## config.mk

```make
export PLATFORM = sky130hd
export DESIGN_NAME = lfsr_draw_gen
export DESIGN_NICKNAME = d
export VERILOG_FILES = /design/src/rtl/lfsr_draw_pkg.sv /design/src/rtl/lfsr_core.sv /design/src/rtl/lfsr_draw_gen.sv
export SDC_FILE = /design/constraint.sdc
export NUM_CORES = 1
export LEC_CHECK = 0
export CAP_MARGIN = 20
export CELL_PAD_IN_SITES_DETAIL_PLACEMENT = 1
export CELL_PAD_IN_SITES_GLOBAL_PLACEMENT = 2
export CORE_MARGIN = 3
export CORE_UTILIZATION = 26
export CTS_CLUSTER_DIAMETER = 80
export DETAILED_ROUTE_END_ITERATION = 6
export PLACE_DENSITY = 0.86
export SLEW_MARGIN = 30
export SYNTH_ARGS = -nofsm -noshare
export SYNTH_HDL_FRONTEND = slang
export SYNTH_HIERARCHICAL = 1
export SYNTH_SLANG_ARGS = --single-unit
export TNS_END_PERCENT = 10
```

## constraint.sdc

```tcl
create_clock -name clk -period 2.9 [get_ports clk]
set_input_delay 0.29 -clock clk [delete_from_list [all_inputs] [get_ports clk]]
set_output_delay 0.29 -clock clk [all_outputs]
set_load 0.05 [all_outputs]
```

## src/rtl/lfsr_draw_pkg.sv

```systemverilog
// Shared types and helpers for the LFSR draw generator.
// Combinational helpers only, no latency.
// No flow control at this level.
package lfsr_draw_pkg;

    // Draw FSM: FILL samples candidates, HOLD presents an accepted value
    typedef enum logic {
        FILL = 1'b0,
        HOLD = 1'b1
    } draw_state_t;

    // Maximal-length feedback masks (bit i set feeds reg[i] into the XOR)
    // and nonzero default seeds for common widths
    localparam logic [7:0]  TAPS_8  = 8'hB8;
    localparam logic [7:0]  SEED_8  = 8'h5A;
    localparam logic [12:0] TAPS_13 = 13'h100D;
    localparam logic [12:0] SEED_13 = 13'h1CAB;
    localparam logic [15:0] TAPS_16 = 16'hD008;
    localparam logic [15:0] SEED_16 = 16'hACE1;
    localparam logic [31:0] TAPS_32 = 32'h8020_0003;
    localparam logic [31:0] SEED_32 = 32'hDEAD_BEEF;

    // One Fibonacci shift: new bit 0 is the XOR of the tapped bits.
    // Operands are zero-extended; the caller keeps the low WIDTH bits.
    function automatic logic [31:0] lfsr_step(input logic [31:0] r, input logic [31:0] taps);
        return {r[30:0], ^(r & taps)};
    endfunction

endpackage

```

## src/rtl/lfsr_core.sv

```systemverilog
// LFSR register with load, multi-step advance and all-zero recovery.
// Register updates one cycle after load/adv; cand_out is combinational.
// No backpressure: advances whenever adv is high, load takes priority.
module lfsr_core
    import lfsr_draw_pkg::*;
#(
    parameter int               WIDTH  = 13,
    parameter logic [WIDTH-1:0] TAPS   = 13'h100D,
    parameter logic [WIDTH-1:0] SEED   = 13'h1CAB,
    parameter int               STEPS  = 1,
    parameter int               CAND_W = 3
) (
    input  logic              clk,
    input  logic              rst_n,
    input  logic              adv,
    input  logic              load,
    input  logic [WIDTH-1:0]  seed_in,
    output logic [WIDTH-1:0]  state_out,
    output logic [CAND_W-1:0] cand_out,
    output logic              lockup
);

    logic [WIDTH-1:0] reg_q;
    logic [WIDTH-1:0] adv_val;
    logic [WIDTH-1:0] raw_val;
    logic [WIDTH-1:0] nxt_val;
    logic             upd;
    logic             zero_hit;
    logic             lockup_q;

    // Unrolled STEPS-fold shift of the current register
    always_comb begin
        adv_val = reg_q;
        for (int i = 0; i < STEPS; i++) begin
            adv_val = WIDTH'(lfsr_step(32'(adv_val), 32'(TAPS)));
        end
    end

    // Load beats advance; any written all-zero value is replaced by SEED
    always_comb begin
        raw_val = reg_q;
        upd     = 1'b0;
        if (load) begin
            raw_val = seed_in;
            upd     = 1'b1;
        end else if (adv) begin
            raw_val = adv_val;
            upd     = 1'b1;
        end
        zero_hit = upd && (raw_val == '0);
        nxt_val  = zero_hit ? SEED : raw_val;
    end

    // Register state and the one-cycle lockup flag
    always_ff @(posedge clk or negedge rst_n) begin
        if (!rst_n) begin
            reg_q    <= SEED;
            lockup_q <= 1'b0;
        end else begin
            reg_q    <= nxt_val;
            lockup_q <= zero_hit;
        end
    end

    assign state_out = reg_q;
    assign cand_out  = nxt_val[CAND_W-1:0];
    assign lockup    = lockup_q;

endmodule

```

## src/rtl/lfsr_draw_gen.sv

```systemverilog
// LFSR random source with a [0, RANGE-1] rejection-sampled draw port (LFSR_DRAW_NO_REPEAT_EN rejects repeats).
// First draw_valid 1..MAX_REJECT+1 cycles after reset or after a handshake.
// draw_value held with draw_valid until draw_ready; draw_ready ignored while sampling.
module lfsr_draw_gen
    import lfsr_draw_pkg::*;
#(
    parameter int               WIDTH      = 13,
    parameter logic [WIDTH-1:0] TAPS       = 13'h100D,
    parameter logic [WIDTH-1:0] SEED       = 13'h1CAB,
    parameter int               STEPS      = 1,
    parameter int               RANGE      = 7,
    parameter int               MAX_REJECT = 4,
    localparam int              VAL_W      = $clog2(RANGE)
) (
    input  logic             clk,
    input  logic             rst_n,
    input  logic             en,
    input  logic             load,
    input  logic [WIDTH-1:0] seed_in,
    output logic [WIDTH-1:0] state_out,
    output logic             draw_valid,
    input  logic             draw_ready,
    output logic [VAL_W-1:0] draw_value,
    output logic             lockup
);

    localparam int               RC_W    = (MAX_REJECT < 1) ? 1 : $clog2(MAX_REJECT + 1);
    localparam logic [VAL_W:0]   RANGE_X = (VAL_W + 1)'(RANGE);
    localparam logic [VAL_W-1:0] RANGE_V = VAL_W'(RANGE);

    draw_state_t      state_q, state_d;
    logic [VAL_W-1:0] value_q, value_d;
    logic [RC_W-1:0]  rcnt_q, rcnt_d;
    logic [VAL_W-1:0] cand;
    logic             in_range;
    logic             at_limit;
    logic             repeat_hit;

    // The register free-runs on en and is always stepped while sampling
    lfsr_core #(
        .WIDTH  (WIDTH),
        .TAPS   (TAPS),
        .SEED   (SEED),
        .STEPS  (STEPS),
        .CAND_W (VAL_W)
    ) u_core (
        .clk       (clk),
        .rst_n     (rst_n),
        .adv       (en || (state_q == FILL)),
        .load      (load),
        .seed_in   (seed_in),
        .state_out (state_out),
        .cand_out  (cand),
        .lockup    (lockup)
    );

    assign in_range = {1'b0, cand} < RANGE_X;
    assign at_limit = (rcnt_q == RC_W'(MAX_REJECT));

`ifdef LFSR_DRAW_NO_REPEAT_EN
    logic [VAL_W-1:0] last_q;
    logic             last_vld_q;

    // Remember the most recently delivered value
    always_ff @(posedge clk or negedge rst_n) begin
        if (!rst_n) begin
            last_q     <= '0;
            last_vld_q <= 1'b0;
        end else if ((state_q == HOLD) && draw_ready) begin
            last_q     <= value_q;
            last_vld_q <= 1'b1;
        end
    end

    assign repeat_hit = last_vld_q && (cand == last_q);
`else
    assign repeat_hit = 1'b0;
`endif

    // Sampling decision: accept, fall back after MAX_REJECT misses, or retry
    always_comb begin
        state_d = state_q;
        value_d = value_q;
        rcnt_d  = rcnt_q;
        case (state_q)
            FILL: begin
                if (in_range && !repeat_hit) begin
                    value_d = cand;
                    rcnt_d  = '0;
                    state_d = HOLD;
                end else if (at_limit) begin
                    // cand < 2*RANGE, so one subtraction always lands in range
                    value_d = in_range ? cand : (cand - RANGE_V);
                    rcnt_d  = '0;
                    state_d = HOLD;
                end else begin
                    rcnt_d  = rcnt_q + 1'b1;
                end
            end
            HOLD: begin
                if (draw_ready) begin
                    state_d = FILL;
                end
            end
            default: state_d = FILL;
        endcase
    end

    // FSM, held value and rejection counter
    always_ff @(posedge clk or negedge rst_n) begin
        if (!rst_n) begin
            state_q <= FILL;
            value_q <= '0;
            rcnt_q  <= '0;
        end else begin
            state_q <= state_d;
            value_q <= value_d;
            rcnt_q  <= rcnt_d;
        end
    end

    assign draw_valid = (state_q == HOLD);
    assign draw_value = value_q;

endmodule

```

After elaboration in Yosys (flattened, before gate mapping) --
Cells that the tools add are included.
Storage, ports and cells: register bits 21, latch bits 0, RAM bits 0, bits in read-only memories 0, input port bits 18, output and inout port bits 18, memories 0
Cells by class: $add $sub $neg 2, multiply operators 0, div/mod/pow operators 0, $lt $le $gt $ge 1, eq/ne operators 1, shift operators 0, muxes and demuxes 13, bitwise operators 1, reduce and logical (&&, ||, !) cells 6
Operators by type and width (count):
- two-way mux 13 bit | 3
- XOR reduction 32 bit | 1
- logical NOT 13 bit | 1
- two-way mux 3 bit | 4
- two-way mux 1 bit | 5
- adder 3 x 1 -> 3 bit, second input constant | 1
- == test 3 bit, second input constant | 1
- < comparator 3 bit, second input constant | 1
- subtractor 3 bit, second input constant | 1
- one-hot mux 1 bit (2 select lines) | 1
- AND reduction 2 bit | 1
- nonzero test 2 bit | 1
- logical AND 1 bit | 1
- logical OR 1 bit | 1
- NOT 1 bit | 1

Depth between registers and ports, before layout --
word-level depth 10, mapped depth 15, depth with buffers taken out 10

Cells and area by module --
Netlist, hierarchy kept.
By module, submodules not included:
- lfsr_core | times used 1, cells each 74, area an instance 830.8 um^2, sequential area each 360.3 um^2
- lfsr_draw_gen | times used 1, cells each 39, area an instance 385.4 um^2, sequential area each 175.2 um^2

Least setup slack after synthesis --
No wires, ideal clock.
path type register to register, start point register state_q, in the netlist draw_valid, end point register value_q[1], in the netlist draw_value[1], data arrival time 3257 ps, path slack -479 ps, cell stages (with the launch flop) 14, path buffers 4, period minus slack after synthesis 3379 ps, cells stage by stage dfrtp_1 -> buf_2 -> nand2b_1 -> buf_6 -> mux2_4 -> mux2i_4 -> or4b_1 -> nand4bb_1 -> buf_6 -> nand2_1 -> buf_4 -> ha_1 -> o31a_1 -> o22a_1
On the way: word-level cells in the longest chain between the ends 10, elaborated cells between the ends (all ways) 15, those cells by class 1 x add/sub; 1 x order compare; 7 x mux; 1 x bitwise; 5 x reduce/logical
Ends and longest elaborated chain:
- start, declared | line lfsr_draw_gen.sv:31 | draw_state_t state_q, state_d;
- start signal, assigned | line lfsr_draw_gen.sv:116 | state_q <= state_d;
- NOT 1 bit *
- logical OR 1 bit * | line lfsr_draw_gen.sv:49 | .adv (en || (state_q == FILL)),
- two-way mux 13 bit | line lfsr_core.sv:46 | end else if (adv) begin
- two-way mux 13 bit | line lfsr_core.sv:43 | if (load) begin
- logical NOT 13 bit | line lfsr_core.sv:50 | zero_hit = upd && (raw_val == '0);
- logical AND 1 bit | line lfsr_core.sv:50
- two-way mux 13 bit * | line lfsr_core.sv:51 | nxt_val = zero_hit ? SEED : raw_val;
- named net u_core.nxt_val[1] | line lfsr_core.sv:26 | logic [WIDTH-1:0] nxt_val;
- subtractor 3 bit or < comparator 3 bit (tied branches) | line lfsr_draw_gen.sv:93, lfsr_draw_gen.sv:57
- two-way mux 3 bit or nonzero test 2 bit (tied branches)
- two-way mux 3 bit or AND reduction 2 bit (tied branches)
- end signal, assigned | line lfsr_draw_gen.sv:117 | value_q <= value_d;
- end, declared | line lfsr_draw_gen.sv:32 | logic [VAL_W-1:0] value_q, value_d;
Mark *: on every way through the listed nets, which the timed path passes. The rest lies on a longest branch. The select of a mux whose other input is x is not followed. A chain may end at the register's enable or synchronous reset.

Final worst setup path --
start point input en, end point register value_q[1], in the netlist draw_value[1]
On the way: word-level cells in the longest chain between the ends 9, elaborated cells between the ends (all ways) 14, those cells by class 1 x add/sub; 1 x order compare; 7 x mux; 5 x reduce/logical
Ends and longest elaborated chain:
- start, declared | line lfsr_draw_gen.sv:17 | input logic en,
- logical OR 1 bit * | line lfsr_draw_gen.sv:49
- two-way mux 13 bit | line lfsr_core.sv:46
- two-way mux 13 bit | line lfsr_core.sv:43
- logical NOT 13 bit | line lfsr_core.sv:50
- logical AND 1 bit | line lfsr_core.sv:50
- two-way mux 13 bit * | line lfsr_core.sv:51
- named net cand[0] | line lfsr_draw_gen.sv:34 | logic [VAL_W-1:0] cand;
- subtractor 3 bit or < comparator 3 bit (tied branches) | line lfsr_draw_gen.sv:93, lfsr_draw_gen.sv:57
- two-way mux 3 bit or nonzero test 2 bit (tied branches)
- two-way mux 3 bit or AND reduction 2 bit (tied branches)
Marks and branches as above.

==> results.tsv <==
metric	value	unit
die_y	74.4	microns
dr.pass1.iters	4	
core-area	0.00444	sq mm
p_comb_share	46.3	%
regToRegStartpoint	draw_valid	
synth_top_cell_by_area	dfrtp_1	
path_cells	clkdlybuf4s50_1 -> nand2b_4 -> mux2_4 -> mux2i_4 -> or4b_1 -> o31ai_1 -> buf_4 -> ha_4 -> o31a_1 -> o22a_1	
p_per_area	643	mW/mm^2
power.leakage	0.000772	uW
grt_max_degree	22	
finalSetupViolCount	0	
rsz0062_at_grt	no	
final_util	39.5	%
mostFrequentLayoutCell	clkdlybuf4s50_1	
p_sw	455	uW
critical_path_arrival	2.93	ns
holdPathStages	1	
fin_crit	2.76	ns
netlist_area	0.00122	sq mm
rows	24	
swShare	40.4	%
globalplace.congestion	0.824	
path_class	in -> reg	
fin_nets	181	
final_hold_viol_count	0	
setup_ws	0.137	ns
cts_tree	yes	
cts-root-buf	clkbuf_8	
fp.dieW	74.4	microns
max-vdd-ir-drop	0.000309	V
fin_crit_sh	95.3	%
start_util	27.4	%
slowest_delay	0.49	ns
skew	0.00176	ns
r2r_end	draw_value[1]	
wl_per_cell	16.9	microns
dieArea	0.00553	sq mm
cp.required	3.06	ns
end_kind	register	
yosysTopAreaCellShare	26.7	%
crit_path_top_delay_cell	or4b_1	
fmax	362	MHz
grt-ovfl-total	0	
worst_pin_slew	0.516	ns
rrSetupSlack	0.22	ns
grt_use_total	13.7	%
layout_common_cells	34 x clkdlybuf4s50_1, 14 x buf_4, 13 x nand2_1	
cts_made_buffers	3	
clkLatencyLatePin	0.27	ns
syn-num-nets	134	
ant_nets	0	
cts_resized	0	
clkTransAtPathRegs	0.08	ns
syn_avg_cell_area	10.8	sq um
place_worst_setup_slack	-0.144	ns
antenna_found_initial	0	
io_pins	36	
wirelength	3570	microns
seqPwrFrac	35.4	%
hold_start	draw_value[2]	
synth_area_leaders	dfrtp_1 27%, dfstp_2 17%, mux2i_1 9.1%, nand2_1 4.3%, mux2_1 3.7%	
intPower	672	uW
drcViolationCount	0	
ys_seq_area_share	44.0	%
max-cap-violations	0	
slew_headroom	65.5	%
grt_pass1_vias	1107	
io_buffers	35	
cts_buffer_depth	2	
drive_above_1_share	24.5	%
clock-sinks	21	
grt_pass1_wl	5730	microns
status	finished clean	
via_count	1038	
drtIter0Drc	55	
setup_tns	0	ns
start_kind	input port	
hold_end	draw_value[2]	
r2r_cells	9	
ys.warnings.count	6	
h-tree-depth	1	
avgViaCountPerCell	4.92	
area_growth	44.2	%
ys_types	38	
hold_path.class	reg -> reg	
diodes	0	
synth_cells	113	
ys_ff_latch	21	
critical_path_peak_fanout	6	
dp_hpwl	2770	microns
final-max-slew-violation-count	0	
clkPwrFrac	18.2	%
state kept, by name, indices dropped and copies added (netlist names):
signal	cells
rcnt_q	3
draw_valid	1
u_core/lockup	1
u_core/state_out	13
draw_value	3
critical path: cells and delay by family:
| family | cells | cell delay, ns |
|---|---|---|
| and+or+nand+nor | 2 | 0.65 |
| adders and majority gates | 1 | 0.20 |
| AOI/OAI and AO/OA | 3 | 0.69 |
| muxes | 2 | 0.46 |
| buffers and inverters | 2 | 0.63 |
cell families after synthesis:
logic type | synth area share (%)
muxes | 16.8
adders and majority gates | 3.09
and+or+nand+nor | 13.0
xor gates and xnor gates | 1.95
buffers and inverters | 7.10
DFF | 44.0
AOI/OAI and AO/OA | 14.1
cell type report:
cell class	instances	area (sq um)
clock buffers	3	41.3
clock inverters	1	7.51
fillers	513	2690
inverters	7	26.3
multi-input cells	77	617
flip-flops and latches	21	537
well taps	52	65.1
repair buffers	50	460
stage by stage:
stage,power (uW),hold WS (ns),cells,instance area [sq um]
finish,1130,0.508,211,1750
global route,1190,0.539,211,1750
CTS,1140,0.519,210,1750
detailed placement,930,0.494,206,1700
global placement,912,0.476,206,1700
floorplan,739,-0.00559,113,1250
power by group through the flow:
stage	registers [uW]	clock network, uW	logic, uW
global route	409	226	557
global placement	403	0	509
floorplan	555	0	183
detailed placement	406	0	525
finish	400	205	523
CTS	401	215	527
worst max-delay path by stage:
stage | start | endpoint | slack (ns)
after global routing | en | draw_value[1] | 0.03
after floorplan | draw_valid | draw_value[1] | -0.13
after global placement | en | draw_value[1] | -0.11
after CTS | en | draw_value[1] | 0.12
final | en | draw_value[1] | 0.14
after detailed placement | en | draw_value[1] | -0.14
synth_stat cells (all sizes together):
cell and count:
nor2 3, a22o 2, nand2b 3, dfrtp 13, o31ai 2, o2111a 1
nor3 1, o31a 1, buf 8, nand3 2, nor3b 2, nand2 15
o22a 2, xor3 1, inv 7, a31oi 2, a22oi 1, a21boi 1
ha 3, dfstp 8, or4b 1, o21ai 6, nand4 1, nand4b 1
o21a 2, mux2i 12, a21o 1, mux2 6, a21oi 4, nand4bb 1
per-layer routing:
| layer | routed length [microns] | up-vias | part of all wire [%] | GRT usage, % |
|---|---|---|---|---|
| met4 | 48 | 0 | 1.3 | 4.74 |
| met3 | 211 | 6 | 5.9 | 2.84 |
| met2 | 1670 | 35 | 47 | 22.0 |
| met5 | 0 | - | 0 | 0 |
| met1 | 1640 | 507 | 46 | 18.3 |
| li1 | - | 490 | - | - |
repair_timing:
action                                 4_1_cts  5_1_grt
endpoints found under the hold margin        0        6
hold buffers                                 0        1
setup buffers                                0        0
Note: power is estimated with default switching activity, not from simulation.
